--- src/rtl/regset_xfer_ctrl.sv ---
// regset_xfer_ctrl: queued transfer sequencer for the two-register set and its
// shared 8-bit bus. A DEPTH-entry command FIFO feeds an IDLE/SETUP/WRITE/RELEASE
// strobe sequencer that drives the active-low NOE/NWE controls. The settle and
// turnaround phases keep two bus drivers from ever overlapping.
// Optional build macro: REGSET_XFER_BUS_CHECK_EN adds a sticky bus-contention
// monitor on i_busNOE; without it o_busError is tied low and i_busNOE is ignored.

module regset_xfer_ctrl #(
    parameter int unsigned DEPTH         = 4,
    parameter int unsigned SETTLE_CYCLES = 1
) (
    input  logic       i_clk,
    input  logic       i_reset,

    // command push interface
    input  logic       i_cmdValid,
    output logic       o_cmdReady,
    input  logic [1:0] i_cmdSrc,
    input  logic [1:0] i_cmdDst,
    input  logic [7:0] i_cmdImm,
    input  logic       i_cmdAluSel,

    // register-set controls
    output logic       o_ctrlReg0BusNOE,
    output logic       o_ctrlReg1BusNOE,
    output logic [7:0] o_imm,
    output logic       o_immNOE,
    output logic       o_ctrlReg0NWE,
    output logic       o_ctrlReg1NWE,
    output logic       o_ctrlAluSel,
    output logic       o_busy,

    // bus monitor
    input  logic       i_busNOE,
    output logic       o_busError
);

    // ------------------------------------------------------------------
    // Sizing
    // ------------------------------------------------------------------
    localparam int unsigned PTR_W = $clog2(DEPTH);
    localparam int unsigned CNT_W = PTR_W + 1;
    localparam int unsigned SET_W = 4;
    localparam int unsigned ENT_W = 13;

    localparam logic [CNT_W-1:0] FULL_CNT  = CNT_W'(DEPTH);
    localparam logic [SET_W-1:0] SETTLE_LD = SET_W'(SETTLE_CYCLES);

    // Source encodings
    localparam logic [1:0] SRC_R0  = 2'd0;
    localparam logic [1:0] SRC_R1  = 2'd1;
    localparam logic [1:0] SRC_IMM = 2'd2;
    localparam logic [1:0] SRC_NOP = 2'd3;

    // Sequencer states
    localparam logic [1:0] ST_IDLE    = 2'd0;
    localparam logic [1:0] ST_SETUP   = 2'd1;
    localparam logic [1:0] ST_WRITE   = 2'd2;
    localparam logic [1:0] ST_RELEASE = 2'd3;

    // ------------------------------------------------------------------
    // Declarations
    // ------------------------------------------------------------------
    // FIFO entry layout: {alu_sel, imm[7:0], dst[1:0], src[1:0]}
    logic [ENT_W-1:0] mem_q [DEPTH];
    logic [ENT_W-1:0] head;
    logic [1:0]       head_src;
    logic [1:0]       head_dst;
    logic [7:0]       head_imm;
    logic             head_alu;

    logic [PTR_W-1:0] wr_ptr_q, wr_ptr_d;
    logic [PTR_W-1:0] rd_ptr_q, rd_ptr_d;
    logic [CNT_W-1:0] count_q,  count_d;
    logic             push;
    logic             pop;

    logic [1:0]       state_q, state_d;
    logic [SET_W-1:0] cnt_q,   cnt_d;
    logic [1:0]       src_q,   src_d;
    logic [1:0]       dst_q,   dst_d;
    logic [7:0]       imm_q,   imm_d;
    logic             alu_q,   alu_d;

    logic             drive_d;
    logic             ready_q,   ready_d;
    logic             busy_q,    busy_d;
    logic             noe0_q,    noe0_d;
    logic             noe1_q,    noe1_d;
    logic             imm_noe_q, imm_noe_d;
    logic             nwe0_q,    nwe0_d;
    logic             nwe1_q,    nwe1_d;

    // ------------------------------------------------------------------
    // Command FIFO
    // ------------------------------------------------------------------
    assign push     = i_cmdValid && ready_q;
    assign head     = mem_q[rd_ptr_q];
    assign head_src = head[1:0];
    assign head_dst = head[3:2];
    assign head_imm = head[11:4];
    assign head_alu = head[12];

    // Storage write; contents need no reset since count gates every read
    always_ff @(posedge i_clk) begin
        if (push) begin
            mem_q[wr_ptr_q] <= {i_cmdAluSel, i_cmdImm, i_cmdDst, i_cmdSrc};
        end
    end

    // Pointer and occupancy next-state; pointers wrap naturally at DEPTH
    always_comb begin
        wr_ptr_d = wr_ptr_q;
        rd_ptr_d = rd_ptr_q;
        count_d  = count_q + CNT_W'(push) - CNT_W'(pop);
        if (push) begin
            wr_ptr_d = wr_ptr_q + PTR_W'(1);
        end
        if (pop) begin
            rd_ptr_d = rd_ptr_q + PTR_W'(1);
        end
    end

    // FIFO pointer/occupancy registers
    always_ff @(posedge i_clk or posedge i_reset) begin
        if (i_reset) begin
            wr_ptr_q <= '0;
            rd_ptr_q <= '0;
            count_q  <= '0;
        end else begin
            wr_ptr_q <= wr_ptr_d;
            rd_ptr_q <= rd_ptr_d;
            count_q  <= count_d;
        end
    end

    // ------------------------------------------------------------------
    // Transfer sequencer
    // ------------------------------------------------------------------
    // Next-state: pop in IDLE, hold the source for SETTLE_CYCLES, strobe once
    always_comb begin
        state_d = state_q;
        cnt_d   = cnt_q;
        src_d   = src_q;
        dst_d   = dst_q;
        imm_d   = imm_q;
        alu_d   = alu_q;
        pop     = 1'b0;

        case (state_q)
            ST_IDLE: begin
                if (count_q != '0) begin
                    pop   = 1'b1;
                    alu_d = head_alu;
                    // Empty destination or reserved source retire as NOPs
                    if ((head_dst != 2'd0) && (head_src != SRC_NOP)) begin
                        state_d = ST_SETUP;
                        cnt_d   = SETTLE_LD;
                        src_d   = head_src;
                        dst_d   = head_dst;
                        if (head_src == SRC_IMM) begin
                            imm_d = head_imm;
                        end
                    end
                end
            end
            ST_SETUP: begin
                if (cnt_q <= SET_W'(1)) begin
                    state_d = ST_WRITE;
                end else begin
                    cnt_d = cnt_q - SET_W'(1);
                end
            end
            ST_WRITE: begin
                state_d = ST_RELEASE;
            end
            ST_RELEASE: begin
                state_d = ST_IDLE;
            end
            default: begin
                state_d = ST_IDLE;
            end
        endcase
    end

    // Sequencer state and latched command
    always_ff @(posedge i_clk or posedge i_reset) begin
        if (i_reset) begin
            state_q <= ST_IDLE;
            cnt_q   <= '0;
            src_q   <= SRC_R0;
            dst_q   <= 2'd0;
            imm_q   <= 8'd0;
            alu_q   <= 1'b0;
        end else begin
            state_q <= state_d;
            cnt_q   <= cnt_d;
            src_q   <= src_d;
            dst_q   <= dst_d;
            imm_q   <= imm_d;
            alu_q   <= alu_d;
        end
    end

    // ------------------------------------------------------------------
    // Registered strobes and status
    // ------------------------------------------------------------------
    // Decode from the next state so every strobe leaves a flop edge-aligned
    always_comb begin
        drive_d   = (state_d == ST_SETUP) || (state_d == ST_WRITE);
        noe0_d    = ~(drive_d && (src_d == SRC_R0));
        noe1_d    = ~(drive_d && (src_d == SRC_R1));
        imm_noe_d = ~(drive_d && (src_d == SRC_IMM));
        nwe0_d    = ~((state_d == ST_WRITE) && dst_d[0]);
        nwe1_d    = ~((state_d == ST_WRITE) && dst_d[1]);
        busy_d    = (state_d != ST_IDLE) || (count_d != '0);
        ready_d   = (count_d != FULL_CNT);
    end

    // Output flops; reset releases the bus and cancels any pending strobe
    always_ff @(posedge i_clk or posedge i_reset) begin
        if (i_reset) begin
            noe0_q    <= 1'b1;
            noe1_q    <= 1'b1;
            imm_noe_q <= 1'b1;
            nwe0_q    <= 1'b1;
            nwe1_q    <= 1'b1;
            busy_q    <= 1'b0;
            ready_q   <= 1'b1;
        end else begin
            noe0_q    <= noe0_d;
            noe1_q    <= noe1_d;
            imm_noe_q <= imm_noe_d;
            nwe0_q    <= nwe0_d;
            nwe1_q    <= nwe1_d;
            busy_q    <= busy_d;
            ready_q   <= ready_d;
        end
    end

    assign o_cmdReady       = ready_q;
    assign o_ctrlReg0BusNOE = noe0_q;
    assign o_ctrlReg1BusNOE = noe1_q;
    assign o_immNOE         = imm_noe_q;
    assign o_imm            = imm_q;
    assign o_ctrlReg0NWE    = nwe0_q;
    assign o_ctrlReg1NWE    = nwe1_q;
    assign o_ctrlAluSel     = alu_q;
    assign o_busy           = busy_q;

    // ------------------------------------------------------------------
    // Bus contention monitor
    // ------------------------------------------------------------------
`ifdef REGSET_XFER_BUS_CHECK_EN
    logic bus_err_q, bus_err_d;

    // Flag a driver while the bus should be quiet, or a missing register driver in WRITE
    always_comb begin
        bus_err_d = bus_err_q;
        if (((state_q == ST_IDLE) || (state_q == ST_RELEASE)) && !i_busNOE) begin
            bus_err_d = 1'b1;
        end
        if ((state_q == ST_WRITE) && !src_q[1] && i_busNOE) begin
            bus_err_d = 1'b1;
        end
    end

    // Sticky error flag, cleared only by reset
    always_ff @(posedge i_clk or posedge i_reset) begin
        if (i_reset) begin
            bus_err_q <= 1'b0;
        end else begin
            bus_err_q <= bus_err_d;
        end
    end

    assign o_busError = bus_err_q;
`else
    logic unused_bus_noe;

    assign unused_bus_noe = i_busNOE;
    assign o_busError     = 1'b0;
`endif

endmodule

--- config.mk ---
export PLATFORM = sky130hd
export DESIGN_NAME = regset_xfer_ctrl
export DESIGN_NICKNAME = d
export VERILOG_FILES = /design/src/rtl/regset_xfer_ctrl.sv
export SDC_FILE = /design/constraint.sdc
export NUM_CORES = 1
export LEC_CHECK = 0
export CAP_MARGIN = 25
export CORE_ASPECT_RATIO = 1.1
export CORE_MARGIN = 1
export CORE_UTILIZATION = 30
export DETAILED_ROUTE_END_ITERATION = 8
export HOLD_SLACK_MARGIN = 0.1
export SLEW_MARGIN = 0
export SYNTH_ARGS = -nofsm -noshare
export SYNTH_HDL_FRONTEND = slang
export SYNTH_SLANG_ARGS = --single-unit
--- constraint.sdc ---
create_clock -name i_clk -period 3 [get_ports i_clk]
set_input_delay 0.9 -clock i_clk [delete_from_list [all_inputs] [get_ports i_clk]]
set_output_delay 0.9 -clock i_clk [all_outputs]
set_load 0.01 [all_outputs]
# Yosys cells after proc, flatten, opt, wreduce, memory -nomap -nowiden
# Memories as Yosys holds them, arrays and structs flattened.
# Index checks and enable logic that the tools add are counted.
[totals] ff_bits=33 mem_bits_rw=52 in_bits=17 output_inout_bits=17 elab_cells=78 mem_count=1
[memory_table] memory="mem_q" depth=4 width=13 rd=1 rd_clocked_by_memory_dff=0 wr=1 line_no="65" text="logic [ENT_W-1:0] mem_q [DEPTH];"
[classes] n_addsub=5 n_lt_le_gt_ge=1 eq_ne=13 muxes=18 n_bitwise=5 reduce_logical=19
[ops] operator="$mux 2" n=9
[ops] operator="$mux 4" n=3
[ops] operator="$eq 2x2->1 const B" n=5
[ops] operator="$ne 2x2->1 const B" n=4
[ops] operator="$pmux 2 s4" n=1
[ops] operator="$pmux 4 s2" n=1
[ops] operator="$reduce_and 4->1" n=2
[ops] operator="$logic_and 1x1->1" n=7
[ops] operator="$eq 2x1->1 const B" n=3
[ops] operator="$reduce_bool 2->1" n=3
[ops] operator="$reduce_bool 3->1" n=2
[ops] operator="$not 1->1" n=5
[ops] operator="$add 2x1->2 const B" n=2
[ops] operator="$le 4x1->1 const B" n=1
[ops] operator="$logic_not 2->1" n=2
[ops] operator="$mux 1" n=4
[ops] operator="$sub 4x1->4 const B" n=1
[ops] operator="$add 3x1->3" n=1
[ops] operator="$ne 3x3->1 const B" n=1
[ops] operator="$sub 3x1->3" n=1
[ops] operator="$logic_or 1x1->1" n=2
[ops] operator="$reduce_and 2->1" n=1

# Depth between registers and ports, before layout
# An unclocked memory read counts as a cell.
[depth] depth_word=10 depth_mapped=10 mapped_depth_nobuf=9

# Worst setup path before layout
# Ideal clock, no wire load.
[synth_path] kind="flip-flop to flip-flop" from="reg rd_ptr_q[0]" to="reg noe0_q (netlist: o_ctrlReg0BusNOE)" setup_ps=98 arrival_time_ps=2193 required_time_ps=2902 slack_ps=709 stages_incl_launch_ff=10 n_path_buf=2 period_less_slack_ps=2291 path_cell_list="dfrtp_1 > buf_6 > mux4_2 > a211o_1 > buf_4 > and3_1 > ha_1 > inv_1 > nor3_1 > a32oi_1"
[synth_between] elab_chain_cells=10 elab_cells_between_ends=16 cone_classes="eq/ne: 3; mux: 6; bitwise: 1; reduce/logical: 5; memory: 1"
[synth_lines] element="start, declared" line_no="73" text="logic [PTR_W-1:0] rd_ptr_q, rd_ptr_d;"
[synth_lines] element="start signal, assigned" line_no="132" text="rd_ptr_q <= rd_ptr_d;"
[synth_lines] element="$mem_v2 4x13 *"
[synth_lines] element="$ne 2x2->1 / $reduce_bool 2->1 (equally long branches)" line_no="156" text="if ((head_dst != 2'd0) && (head_src != SRC_NOP)) begin"
[synth_lines] element="$logic_and 1x1->1" line_no="156"
[synth_lines] element="$mux 2" line_no="156"
[synth_lines] element="$mux 2" line_no="152" text="if (count_q != '0) begin"
[synth_lines] element="$pmux 2 s4" line_no="150" text="case (state_q)"
[synth_lines] element="$eq 2x1->1 / $eq 2x2->1 (equally long branches)" line_no="210" text="drive_d = (state_d == ST_SETUP) || (state_d == ST_WRITE);"
[synth_lines] element="$logic_or 1x1->1" line_no="210"
[synth_lines] element="$logic_and 1x1->1 *" line_no="211" text="noe0_d = ~(drive_d && (src_d == SRC_R0));"
[synth_lines] element="$not 1->1 *" line_no="211"
[synth_lines] element="via noe0_d" line_no="88" text="logic noe0_q, noe0_d;"
[synth_lines] element="end signal, assigned" line_no="231" text="noe0_q <= noe0_d;"
[synth_lines] element="end, declared" line_no="88"
# Mark *: on every way through the listed nets, which the timed path passes. The rest lies on a longest branch.
# A chain may end at the register's enable or synchronous reset.

# Final worst setup path
[layout_path] from="in i_cmdValid" to="reg busy_q (netlist: o_busy)"
[layout_between] elab_chain_cells=5
[layout_lines] element="start, declared" line_no="16" text="input logic i_cmdValid,"
[layout_lines] element="$logic_and 1x1->1" line_no="97" text="assign push = i_cmdValid && ready_q;"
[layout_lines] element="$add 3x1->3" line_no="115" text="count_d = count_q + CNT_W'(push) - CNT_W'(pop);"
[layout_lines] element="$sub 3x1->3" line_no="115"
[layout_lines] element="via count_d[2]" line_no="74" text="logic [CNT_W-1:0] count_q, count_d;"
[layout_lines] element="$reduce_bool 3->1" line_no="216" text="busy_d = (state_d != ST_IDLE) || (count_d != '0);"
[layout_lines] element="$logic_or 1x1->1" line_no="216"
[layout_lines] element="via busy_d" line_no="87" text="logic busy_q, busy_d;"
[layout_lines] element="end signal, assigned" line_no="236" text="busy_q <= busy_d;"
[layout_lines] element="end, declared" line_no="87"
# The timed path passes the listed nets, and every way through them passes these cells.

==> results.py <==
metrics = {
    "run_status": {
        "status": "completed",
    },
    "setup_path": {
        "critPathMaxFanout": 5,
        "crit_chain": "clkdlybuf4s50_1, nand2_1, ha_1, inv_1, ha_1, fa_1, xnor2_1, nand3b_1",
        "crit_family": "adder cells",
        "worst_setup_path_end_kind": "flip-flop",
        "crit_top_cell": "ha_1",
        "critPathMaxStageDelay_ns": 0.52,
        "worst_ep_required_time_ns": 3.22,
        "arrival_ns": 2.78,
        "path_buf_inv": 2,
        "startpoint_type": "input port",
        "crit_type": "input port to flip-flop",
        "crit_slowest_cell": "clkdlybuf4s50_1",
    },
    "clock_tree": {
        "cts_tree": "built",
        "post-cts-setup-buffer-count": 0,
        "path_clk_slew_ns": 0.07,
        "post_cts_resized": 0,
        "root_buffer": "clkbuf_16",
        "clockBufferDepth": 2,
        "cts_buffers": 9,
        "cts_sinks": 85,
        "clk_latency_ns": 0.34,
        "htreeDepth": 3,
        "holdBufCountCts": 0,
    },
    "placed_design": {
        "preCtsSetupSlack_ns": 0.09938,
        "place.gp.congestion": 0.6509,
        "hpwl_mm": 3.799,
        "port_buffers": 31,
    },
    "run": {
        "maxCapViolations": 0,
    },
    "sta": {
        "worstMarginPinSlew_ns": 0.4974,
        "tns_ns": 0,
        "slew_headroom_pct": 66.49,
        "hold_viol": 0,
        "grt_setup_unrepaired": "false",
        "fin_worst_skew_ns": 0.01027,
        "clock.fmax_mhz": 390.8,
        "finalSetupViolCount": 0,
        "finalCritPeriodShare_pct": 85.30,
        "drv_slew": 0,
        "worst_slack_ns": 0.4411,
        "period_minus_slack_ns": 2.559,
    },
    "power_and_ir_drop": {
        "p_per_area_nw_per_um2": 1044,
        "peakVddDrop_v": 0.0003555,
        "p_leak_nw": 1.602,
    },
    "detailed_routing": {
        "drt-initial-drc-count": 114,
        "drc": 0,
        "totalWireLength_mm": 5.783,
        "wire_per_inst_um": 14.53,
        "route.antenna.remaining_nets": 0,
        "drt-vias-per-instance": 4.475,
        "vias": 1781,
        "dr.pass1.iters": 4,
    },
    "global_routing": {
        "grt_max_degree": 34,
        "grt_overflow_total": 0,
        "antenna_found_initial": 0,
        "first_global_vias": 1803,
        "grt_pass1_wl_mm": 9.301,
        "track_usage_pct": 10.60,
    },
    "die": {
        "start_util_pct": 31.23,
        "io_pins": 34,
        "die_area_sq_um": 11950,
        "die_h_um": 114.5,
        "die_w_um": 104.3,
        "fp-row-count": 40,
        "coreArea_sq_um": 11060,
    },
    "logic_synthesis": {
        "synth.avg_cell_area_sq_um": 17.27,
        "syn_inst": 200,
        "syn-num-nets": 228,
        "seq_area_frac_synth_pct": 69.32,
        "syn_area_sq_um": 3455,
        "synthDistinctLibCells": 37,
        "ys_warn_count": 0,
        "ys_ff_latch": 85,
    },
    "final_layout": {
        "syn_to_final_growth_pct": 24.01,
        "n_antenna_cell": 0,
        "drive_gt1_share_pct": 21.51,
        "fin_nets": 274,
    },
    "min_path": {
        "hold_path_class": "flip-flop to flip-flop",
    },
}
-- sequential cells by signal, indices dropped and copies added, names as in the netlist --
| register | flops |
|---|---|
| cnt_q | 4 |
| rd_ptr_q | 2 |
| o_busy | 1 |
| o_ctrlReg1BusNOE | 1 |
| dst_q | 2 |
| count_q | 3 |
| o_immNOE | 1 |
| o_imm | 8 |
| mem_q | 52 |
| state_q | 2 |
| wr_ptr_q | 2 |
| o_cmdReady | 1 |
| o_ctrlAluSel | 1 |
| o_ctrlReg0BusNOE | 1 |
| src_q | 2 |
| o_ctrlReg0NWE | 1 |
| o_ctrlReg1NWE | 1 |
-- per-stage QoR --
| step | util [%] | cells | hold slack (ns) | cell area [sq um] | total power [mW] |
|---|---|---|---|---|---|
| after floorplan | - | 200 | 0.4641 | 3455 | 2.894 |
| after global placement | 36.02 | 382 | 0.4764 | 3984 | 3.378 |
| after detailed placement | 36.02 | 382 | 0.4828 | 3984 | 3.419 |
| after CTS | 38.73 | 398 | 0.4969 | 4284 | 4.539 |
| after global routing | 38.73 | 398 | 0.5112 | 4284 | 4.764 |
| final | 38.73 | 398 | 0.4922 | 4284 | 4.473 |
-- worst register-to-register path, stage by stage, from the launching register on --
cell and delay (ns):
dfrtp_1 0.41, nor3_1 0.17, or3_1 0.37, inv_1 0.15, ha_1 0.30, inv_1 0.04, ha_1 0.18, fa_1 0.39
xnor2_1 0.17, nand3b_1 0.17
-- Yosys cell counts (all sizes together) --
| cell | count | area (sq um) |
|---|---|---|
| inv | 12 | 45.04 |
| nand3 | 1 | 5.000 |
| nand2b | 3 | 18.77 |
| edfxtp | 52 | 1562 |
| nor2b | 2 | 12.51 |
| or3 | 2 | 12.51 |
| dfrtp | 27 | 675.7 |
| a32oi | 1 | 8.760 |
| xor2 | 1 | 8.760 |
| nand3b | 2 | 15.01 |
| mux4 | 13 | 300.3 |
| a211o | 2 | 17.52 |
| buf | 5 | 36.28 |
| nand2 | 11 | 41.29 |
| ha | 10 | 125.1 |
| o311ai | 1 | 8.760 |
| nor4b | 1 | 23.77 |
| dfstp | 6 | 157.7 |
| clkbuf | 1 | 3.750 |
| nor2 | 5 | 26.27 |
| a32o | 1 | 10.01 |
| and2 | 2 | 12.51 |
| and3 | 6 | 37.54 |
| o21ai | 1 | 5.000 |
| fa | 1 | 20.02 |
| conb | 1 | 3.750 |
| mux2 | 13 | 146.4 |
| o211ai | 1 | 7.510 |
| a21oi | 3 | 15.01 |
| xnor2 | 6 | 52.55 |
| o21a | 2 | 15.01 |
| nor3 | 5 | 25.02 |
-- path summary, 6_finish.rpt --
path / startpoint / end / slack (ns) / depth (start not counted)
max: i_cmdValid / o_busy / 0.44 / 8
min: dst_q[1] / dst_q[1] / 0.49 / 1
max reg2reg: count_q[1] / o_busy / 0.55 / 9
min reg2reg: dst_q[1] / dst_q[1] / 0.49 / 1
max in group asynchronous: i_reset / o_ctrlReg1NWE / 1.69 / 3
min in group asynchronous: i_reset / cnt_q[3] / 0.97 / 3
-- routing by layer --
metal	wire (um)	global-route usage (%)
met3	150	2.504
met2	2881	17.13
met5	0	0
met4	116	5.714
met1	2634	13.21
-- where the power goes --
group / internal, mW / switching, mW / total [mW]
sequential: 1.61 / 0.191 / 1.80
combinational: 0.808 / 0.758 / 1.57
clock: 0.652 / 0.454 / 1.11
total: 3.07 / 1.40 / 4.47
-- logic make-up (layout without fill, tap and decap cells) --
kind of cell	after synthesis	after routing	share of synthesized area [%]
AOI/OAI and AO/OA	12	12	2.535
xor gates and xnor gates	7	7	1.775
adders and majority gates	11	11	4.201
buffers and inverters	18	69	2.463
DFF	85	85	69.32
muxes	26	26	12.93
other	1	1	0.1086
and+or+nand+nor	40	40	6.664
-- final cells by class --
| type | count | area [sq um] |
|---|---|---|
| Fill cell | 1007 | 6777 |
| Inverter | 12 | 45.04 |
| Clock buffer | 10 | 229.0 |
| Sequential cell | 85 | 2395 |
| Clock inverter | 6 | 71.32 |
| Tap cell | 147 | 183.9 |
| Timing Repair Buffer | 41 | 385.4 |
| Multi-Input combinational cell | 97 | 974.7 |
-- placed cells by master (no fill, tap or decap), types with 3 or more instances in the layout --
cell type        netlist  routed
a21oi_1                3       3
edfxtp_1              52      52
and3_1                 6       6
nor2_1                 4       4
nand2_1               11      11
clkdlybuf4s50_1        0      31
clkbuf_16              0       9
mux2_2                10      10
buf_4                  2      10
inv_1                 12      12
dfstp_2                6       6
xnor2_1                6       6
dfrtp_1               27      27
nor3_1                 5       5
ha_1                  10      10
mux4_2                11      11
nand2b_1               3       3
mux2_1                 3       3
Power figures use the tool's default switching activity.
